## src/rtl/mdu_iter_pkg.sv

```systemverilog
// Shared definitions for the iterative RV32M multiply/divide unit.
// Op encodings match funct3 as decoded by the EX-stage decoder.
// Contents:
//   XLEN, CNT_W  operand width and iteration-counter width
//   op_t         funct3 op encodings (MUL..REMU)
//   state_t      FSM states IDLE/CALC/FIX/DONE
//   a_signed / b_signed  whether an operand is treated as two's complement
package mdu_iter_pkg;

  localparam int XLEN  = 32;
  localparam int CNT_W = 5;

  typedef enum logic [2:0] {
    OP_MUL    = 3'd0,
    OP_MULH   = 3'd1,
    OP_MULHSU = 3'd2,
    OP_MULHU  = 3'd3,
    OP_DIV    = 3'd4,
    OP_DIVU   = 3'd5,
    OP_REM    = 3'd6,
    OP_REMU   = 3'd7
  } op_t;

  typedef enum logic [1:0] {
    S_IDLE = 2'd0,
    S_CALC = 2'd1,
    S_FIX  = 2'd2,
    S_DONE = 2'd3
  } state_t;

  function automatic logic a_signed(input op_t op);
    return op inside {OP_MUL, OP_MULH, OP_MULHSU, OP_DIV, OP_REM};
  endfunction

  function automatic logic b_signed(input op_t op);
    return op inside {OP_MUL, OP_MULH, OP_DIV, OP_REM};
  endfunction

endpackage

```

## src/rtl/mdu_iter_if.sv

```systemverilog
// Request/response bundle between the EX stage and the multiply/divide unit.
// Signals:
//   start_i, op_i, a_i, b_i   request and post-forwarding operands
//   flush_i                   pipeline flush, aborts any op
//   ack_i                     consumer has taken the result
//   ready_o, busy_o, done_o   handshake / stall status
//   result_o                  registered 32-bit result
// Modports: master = EX stage side, slave = the unit.
interface mdu_iter_if;
  import mdu_iter_pkg::*;

  logic            start_i;
  logic [2:0]      op_i;
  logic [XLEN-1:0] a_i;
  logic [XLEN-1:0] b_i;
  logic            flush_i;
  logic            ack_i;
  logic            ready_o;
  logic            busy_o;
  logic            done_o;
  logic [XLEN-1:0] result_o;

  modport master (
    output start_i, op_i, a_i, b_i, flush_i, ack_i,
    input  ready_o, busy_o, done_o, result_o
  );

  modport slave (
    input  start_i, op_i, a_i, b_i, flush_i, ack_i,
    output ready_o, busy_o, done_o, result_o
  );

endinterface

```

## src/rtl/mdu_iter.sv

```systemverilog
// Iterative RV32M multiply/divide unit for the EX stage.
// Multiplies by radix-2 shift-add on unsigned magnitudes, divides by
// restoring division, then applies the sign in a single FIX cycle.
// Divide-by-zero and signed overflow bypass the datapath and finish at once.
// Ports:
//   clk    rising-edge clock
//   rst_n  asynchronous active-low reset
//   bus    mdu_iter_if.slave (request, flush, ack, status, result)
module mdu_iter
  import mdu_iter_pkg::*;
(
  input  logic      clk,
  input  logic      rst_n,
  mdu_iter_if.slave bus
);

  state_t              state_reg, state_next;
  op_t                 op_reg, op_next;
  logic [CNT_W-1:0]    cnt_reg, cnt_next;
  logic                neg_reg, neg_next;
  logic [XLEN-1:0]     opnd_reg, opnd_next;    // multiplicand or divisor magnitude
  logic [2*XLEN-1:0]   acc_reg, acc_next;      // product, or quotient in the low word
  logic [XLEN-1:0]     rem_reg, rem_next;      // divider partial remainder
  logic [XLEN-1:0]     result_reg, result_next;

  function automatic logic [XLEN-1:0] neg32(input logic [XLEN-1:0] v);
    return ~v + XLEN'(1);
  endfunction

  function automatic logic [2*XLEN-1:0] neg64(input logic [2*XLEN-1:0] v);
    return ~v + (2*XLEN)'(1);
  endfunction

  function automatic logic [XLEN-1:0] abs32(input logic [XLEN-1:0] v, input logic sgn);
    return (sgn && v[XLEN-1]) ? neg32(v) : v;
  endfunction

  op_t             op_in;
  logic            sgn_a, sgn_b, accept, div0, ovf;
  logic [XLEN-1:0] abs_a, abs_b, special_val, quo_fix, rem_fix;
  logic [XLEN:0]   mul_sum, rem_shift, diff;
  logic [2*XLEN-1:0] prod;

  assign op_in = op_t'(bus.op_i);
  assign sgn_a = a_signed(op_in);
  assign sgn_b = b_signed(op_in);
  assign abs_a = abs32(bus.a_i, sgn_a);
  assign abs_b = abs32(bus.b_i, sgn_b);

  assign bus.ready_o  = (state_reg == S_IDLE) || ((state_reg == S_DONE) && bus.ack_i);
  assign bus.busy_o   = (state_reg == S_CALC) || (state_reg == S_FIX);
  assign bus.done_o   = (state_reg == S_DONE);
  assign bus.result_o = result_reg;

  // flush wins over a simultaneous start
  assign accept = bus.start_i && bus.ready_o && !bus.flush_i;

  assign div0 = op_in[2] && (bus.b_i == '0);
  assign ovf  = (op_in == OP_DIV || op_in == OP_REM) &&
                (bus.a_i == {1'b1, {(XLEN-1){1'b0}}}) && (bus.b_i == '1);
  // REM/REMU have op bit 1 set: they return the dividend (div0) or zero (ovf)
  assign special_val = div0 ? (op_in[1] ? bus.a_i : '1)
                            : (op_in[1] ? '0 : {1'b1, {(XLEN-1){1'b0}}});

  // Multiply step: add multiplicand into the high word when the current
  // multiplier bit (acc[0]) is set, then shift the whole 65-bit value right.
  assign mul_sum = {1'b0, acc_reg[2*XLEN-1:XLEN]} + (acc_reg[0] ? {1'b0, opnd_reg} : '0);

  // Divide step: bring the next dividend bit into the remainder and try the
  // subtraction; a borrow in bit XLEN means the divisor did not fit.
  assign rem_shift = {rem_reg, acc_reg[XLEN-1]};
  assign diff      = rem_shift - {1'b0, opnd_reg};

  assign prod    = neg_reg ? neg64(acc_reg) : acc_reg;
  assign quo_fix = neg_reg ? neg32(acc_reg[XLEN-1:0]) : acc_reg[XLEN-1:0];
  assign rem_fix = neg_reg ? neg32(rem_reg) : rem_reg;

  always_comb begin
    state_next  = state_reg;
    op_next     = op_reg;
    cnt_next    = cnt_reg;
    neg_next    = neg_reg;
    opnd_next   = opnd_reg;
    acc_next    = acc_reg;
    rem_next    = rem_reg;
    result_next = result_reg;

    case (state_reg)
      S_CALC: begin
        if (op_reg[2]) begin
          if (!diff[XLEN]) begin
            rem_next = diff[XLEN-1:0];
            acc_next = {acc_reg[2*XLEN-1:XLEN], acc_reg[XLEN-2:0], 1'b1};
          end else begin
            rem_next = rem_shift[XLEN-1:0];
            acc_next = {acc_reg[2*XLEN-1:XLEN], acc_reg[XLEN-2:0], 1'b0};
          end
        end else begin
          acc_next = {mul_sum, acc_reg[XLEN-1:1]};
        end
        cnt_next = cnt_reg + CNT_W'(1);
        if (cnt_reg == CNT_W'(XLEN-1)) state_next = S_FIX;
      end
      S_FIX: begin
        case (op_reg)
          OP_MUL:                       result_next = prod[XLEN-1:0];
          OP_MULH, OP_MULHSU, OP_MULHU: result_next = prod[2*XLEN-1:XLEN];
          OP_DIV, OP_DIVU:              result_next = quo_fix;
          default:                      result_next = rem_fix;
        endcase
        state_next = S_DONE;
      end
      S_DONE: if (bus.ack_i) state_next = S_IDLE;
      default: ;
    endcase

    if (accept) begin
      op_next  = op_in;
      cnt_next = '0;
      rem_next = '0;
      // REM follows the dividend sign; everything else is the XOR of the
      // signs of whichever operands are signed for this op.
      neg_next = (op_in == OP_REM) ? bus.a_i[XLEN-1]
               : ((sgn_a & bus.a_i[XLEN-1]) ^ (sgn_b & bus.b_i[XLEN-1]));
      if (op_in[2]) begin
        acc_next  = {{XLEN{1'b0}}, abs_a};
        opnd_next = abs_b;
      end else begin
        acc_next  = {{XLEN{1'b0}}, abs_b};
        opnd_next = abs_a;
      end
      if (div0 || ovf) begin
        result_next = special_val;
        state_next  = S_DONE;
      end else begin
        state_next = S_CALC;
      end
    end

    if (bus.flush_i) state_next = S_IDLE;
  end

  always_ff @(posedge clk or negedge rst_n) begin
    if (!rst_n) begin
      state_reg  <= S_IDLE;
      op_reg     <= OP_MUL;
      cnt_reg    <= '0;
      neg_reg    <= 1'b0;
      opnd_reg   <= '0;
      acc_reg    <= '0;
      rem_reg    <= '0;
      result_reg <= '0;
    end else begin
      state_reg  <= state_next;
      op_reg     <= op_next;
      cnt_reg    <= cnt_next;
      neg_reg    <= neg_next;
      opnd_reg   <= opnd_next;
      acc_reg    <= acc_next;
      rem_reg    <= rem_next;
      result_reg <= result_next;
    end
  end

endmodule
```

## src/flat_wrapper.sv

```systemverilog
// flat-port wrapper written by rule: the top's interface ports become plain ports
module mdu_iter_flat import mdu_iter_pkg::*;
  (clk, rst_n, bus_start_i, bus_op_i, bus_a_i, bus_b_i, bus_flush_i, bus_ack_i, bus_ready_o, bus_busy_o, bus_done_o, bus_result_o);
  mdu_iter_if bus_i ();
  input  logic clk;
  input  logic rst_n;
  input wire logic [$bits(bus_i.start_i)-1:0] bus_start_i;
  input wire logic [$bits(bus_i.op_i)-1:0] bus_op_i;
  input wire logic [$bits(bus_i.a_i)-1:0] bus_a_i;
  input wire logic [$bits(bus_i.b_i)-1:0] bus_b_i;
  input wire logic [$bits(bus_i.flush_i)-1:0] bus_flush_i;
  input wire logic [$bits(bus_i.ack_i)-1:0] bus_ack_i;
  output wire logic [$bits(bus_i.ready_o)-1:0] bus_ready_o;
  output wire logic [$bits(bus_i.busy_o)-1:0] bus_busy_o;
  output wire logic [$bits(bus_i.done_o)-1:0] bus_done_o;
  output wire logic [$bits(bus_i.result_o)-1:0] bus_result_o;
  assign bus_i.start_i = bus_start_i;
  assign bus_i.op_i = bus_op_i;
  assign bus_i.a_i = bus_a_i;
  assign bus_i.b_i = bus_b_i;
  assign bus_i.flush_i = bus_flush_i;
  assign bus_i.ack_i = bus_ack_i;
  assign bus_ready_o = bus_i.ready_o;
  assign bus_busy_o = bus_i.busy_o;
  assign bus_done_o = bus_i.done_o;
  assign bus_result_o = bus_i.result_o;
  mdu_iter u_core (.clk(clk), .rst_n(rst_n), .bus(bus_i));
endmodule
```

## config.mk

```make
export PLATFORM = sky130hd
export DESIGN_NAME = mdu_iter_flat
export DESIGN_NICKNAME = d
export VERILOG_FILES = /design/src/rtl/mdu_iter_pkg.sv /design/src/rtl/mdu_iter_if.sv /design/src/rtl/mdu_iter.sv /design/src/flat_wrapper.sv
export SDC_FILE = /design/constraint.sdc
export NUM_CORES = 1
export LEC_CHECK = 0
export CORE_MARGIN = 2
export CORE_UTILIZATION = 26
export DETAILED_ROUTE_END_ITERATION = 12
export PLACE_DENSITY = 0.52
export SYNTH_ARGS = -nofsm -noshare
export SYNTH_HDL_FRONTEND = slang
export SYNTH_SLANG_ARGS = --single-unit
```

## constraint.sdc

```tcl
create_clock -name clk -period 3.16 [get_ports clk]
set_input_delay 0.632 -clock clk [delete_from_list [all_inputs] [get_ports clk]]
set_output_delay 0.632 -clock clk [all_outputs]
set_load 0.01 [all_outputs]
```

==> run summary <==
Net switching power -> 10.19 mW
RSZ-0062 raised after global routing -> yes
WL final -> 69280 um
Max IR drop VDD -> 0.0005674 V
Rows -> 89
#FFs+latches synth -> 171
Max Clock Freq -> 0.2933 GHz
H-tree levels -> 4
Post-DR wirelength/cell -> 22.05 um
Critical Path Source Type -> flop
Leading area contributor after synthesis -> dfrtp_1
CP max FO -> 4
Setup WS post-layout -> -0.2497 ns
Die W -> 248.2 um
Endpoints failing setup -> 21
DRT Pass-1 Iters -> 5
Worst EP arrival -> 3.76 ns
Commonest non-fill, non-tap cell in the layout -> buf_4
Final antenna-violating net count -> 0
Power per Cell Area -> 909.0 mW/mm^2
I/O pin total -> 107
Storage cell area -> 0.004283 mm^2
CP Class -> reg -> reg
Distinct cells, synth -> 79
Commonest cells after routing, fill and taps aside -> buf_4 (356), nand2_1 (229), o21ai_0 (199)
Clk pwr share -> 11.7%
TritonCTS clock tree -> done
Critical path endpoint category -> flop
Switching share of power -> 51.07%
Largest net degree at the start of global routing -> 89
GR Util All Layers -> 22.02%
Slew @ Worst Pin -> 0.9598 ns
CP Launch Point -> u_core.acc_reg[14]
Root Buffer Master -> clkbuf_16
Cells after Synth -> 1963
Combinational power share -> 68.4%
Status -> finished with violations
Post-synthesis cell area -> 0.01550 mm^2
Fill cell count -> 6087
Reg clk slew, reported paths -> 0.08 ns
Post-Layout Cell Count -> 3142
Initial core utilization -> 26.27%
Fin area -> 0.02196 mm^2
Worst path required time -> 3.51 ns
Dpl cell area -> 0.01988 mm^2
Vias in the first global route -> 16280
Max transition margin -> 35.86%
Synth area leaders -> dfrtp_1 (28%), o21ai_0 (7.6%), xnor2_1 (6.2%)
Iteration-0 DRC Markers -> 1615
Final Max Tran Viols -> 0
Reg-to-Reg Start -> u_core.acc_reg[14]
Largest register FFs -> 64
Post-synth EDFFs -> 0
Via/cell ratio -> 5.389
Ys async rst share -> 100.0%
Placed Instances -> 3080
Layout net count -> 2505
Seq pwr share -> 19.9%
Chip height -> 248.2 um
Area used by multi-input combinational logic -> 0.01153 mm^2
Final Skew -> 0.009439 ns
Total CTS buffers -> 17
Hold Path Class -> in -> async
GPL Wtd Cong -> 1.018
Pint -> 9.767 mW
Failing checks -> negative setup slack
Avg Synthesized Cell Area -> 7.897 um^2
Core Box Area -> 0.05902 mm^2
Die area -> 0.06159 mm^2
Ys flop type -> dfrtp_1
Post-synthesis sequential area ratio -> 27.60%
Initial antenna violation count -> 1
Layout cells sized above 1 -> 26.52%
Worst r2r dst -> u_core.bus.result_o[25]
Period utilization -> 107.9%
Synth Warn # -> 0
Via count -> 16930
CTS Buffer Depth -> 2
Input/output buffers -> 106
Area grow syn2layout -> 41.65%
MaxCap Viol Count -> 0
Leak -> 9.386 nW
Skew-Pair Late Insertion Delay -> 0.47 ns
Flop-to-flop setup slack -> -0.25 ns
Top-area cell type share of the netlist area -> 27.60%
# DRC -> 0
CTS sink cnt -> 171
Endpoints failing hold -> 0
Length in cells of the worst reg-to-reg path -> 11
Min Tclk post-route -> 3.410 ns
Post-detail-place hpwl -> 54610 um
Syn_nets -> 2113
First-pass GRT wire length -> 101400 um
Remaining global-route overflow -> 0
-- cell usage after synthesis, types with 19 or more instances --
cell and n:
o22ai_1 19, nand2_1 233, ha_1 76, nand4_1 20
mux2i_1 55, xnor2_1 110, nor3_1 33, inv_1 67
dfrtp_1 171, o211ai_1 50, nor2_1 118, o31ai_1 38
clkbuf_1 97, o21ai_1 21, o21ai_0 236, a21oi_1 141
nand3_1 36, xor2_1 97, nand2b_1 20, a21o_1 45
-- metrics by stage --
step	setup slack [ns]	power (mW)	util [%]	hold WS [ns]	setup TNS, ns
CTS	-0.2059	18.57	35.42	0.1804	-2.110
floorplan	0.01671	10.36	-	0.3364	0
global placement	-0.4607	15.70	33.68	0.4709	-21.64
global route	-0.3286	21.05	37.21	0.1817	-6.750
detailed placement	-0.4898	15.79	33.68	0.4746	-26.32
finish	-0.2497	19.96	37.21	0.1419	-2.237
-- worst max-delay path, stage by stage, from the launching register on --
cell      delay [ns]
dfrtp_1         0.39
or4_4           0.55
or4_4           0.49
nor4_4          0.26
buf_4           0.16
nand4_1         0.24
o41ai_2         0.33
xor2_1          0.32
o22ai_1         0.14
a21oi_1         0.17
buf_4           0.16
o211ai_1        0.08
-- how the worst max path moves through the flow --
stage,endpoint,cells past startpoint
CTS,u_core.bus.result_o[25],11
floorplan,u_core.bus.result_o[15],12
global route,u_core.bus.result_o[25],11
finish,u_core.bus.result_o[25],11
global placement,u_core.bus.result_o[6],13
detailed placement,u_core.bus.result_o[6],13
-- cells by family after synthesis --
group	after synthesis	synth area share, %
XOR/XNOR	207	11.69
AND/OR/NAND/NOR	574	17.75
flip-flops	171	27.60
multiplexers	57	3.697
adder cells (fa/ha/maj)	78	6.392
buffers and inverters	195	5.020
AO/OA/AOI/OAI	681	27.84
-- layout make-up --
class                   instances  share of cell area (%)
clock buffers                  18                   1.954
well taps                     773                   4.405
repair buffers                501                   19.58
clock inverters                14                  0.8490
multi-input cells            1597                   52.53
flip-flops and latches        171                   19.50
inverters                      67                   1.162
diodes                          1                 0.01140
-- what timing repair did --
| item | 4_1_cts | 5_1_grt |
|---|---|---|
| endpoints found under the setup margin | 69 | 84 |
| gates cloned | 3 | 0 |
| resized for setup | 78 | 202 |
| hold buffers | 0 | 0 |
| buffers inserted | 11 | 21 |
| pin swaps | 31 | 97 |
-- layer usage --
layer	track usage [%]	wire length (um)	vias up	share of wire (%)
met4	8.543	2556	0	3.7
met5	0	0	-	0
met2	34.46	31460	587	45
met3	4.471	4861	86	7.0
li1	-	-	7915	-
met1	29.69	30400	8344	44
-- power groups by stage --
stage | sequential [mW] | combinational (mW) | clock [mW]
floorplan | 3.79 | 6.57 | 0
global placement | 3.93 | 11.8 | 0
detailed placement | 3.92 | 11.9 | 0
CTS | 3.91 | 12.3 | 2.36
global route | 4.06 | 14.5 | 2.45
finish | 3.98 | 13.7 | 2.33
Note: power is estimated with default switching activity, not from simulation.
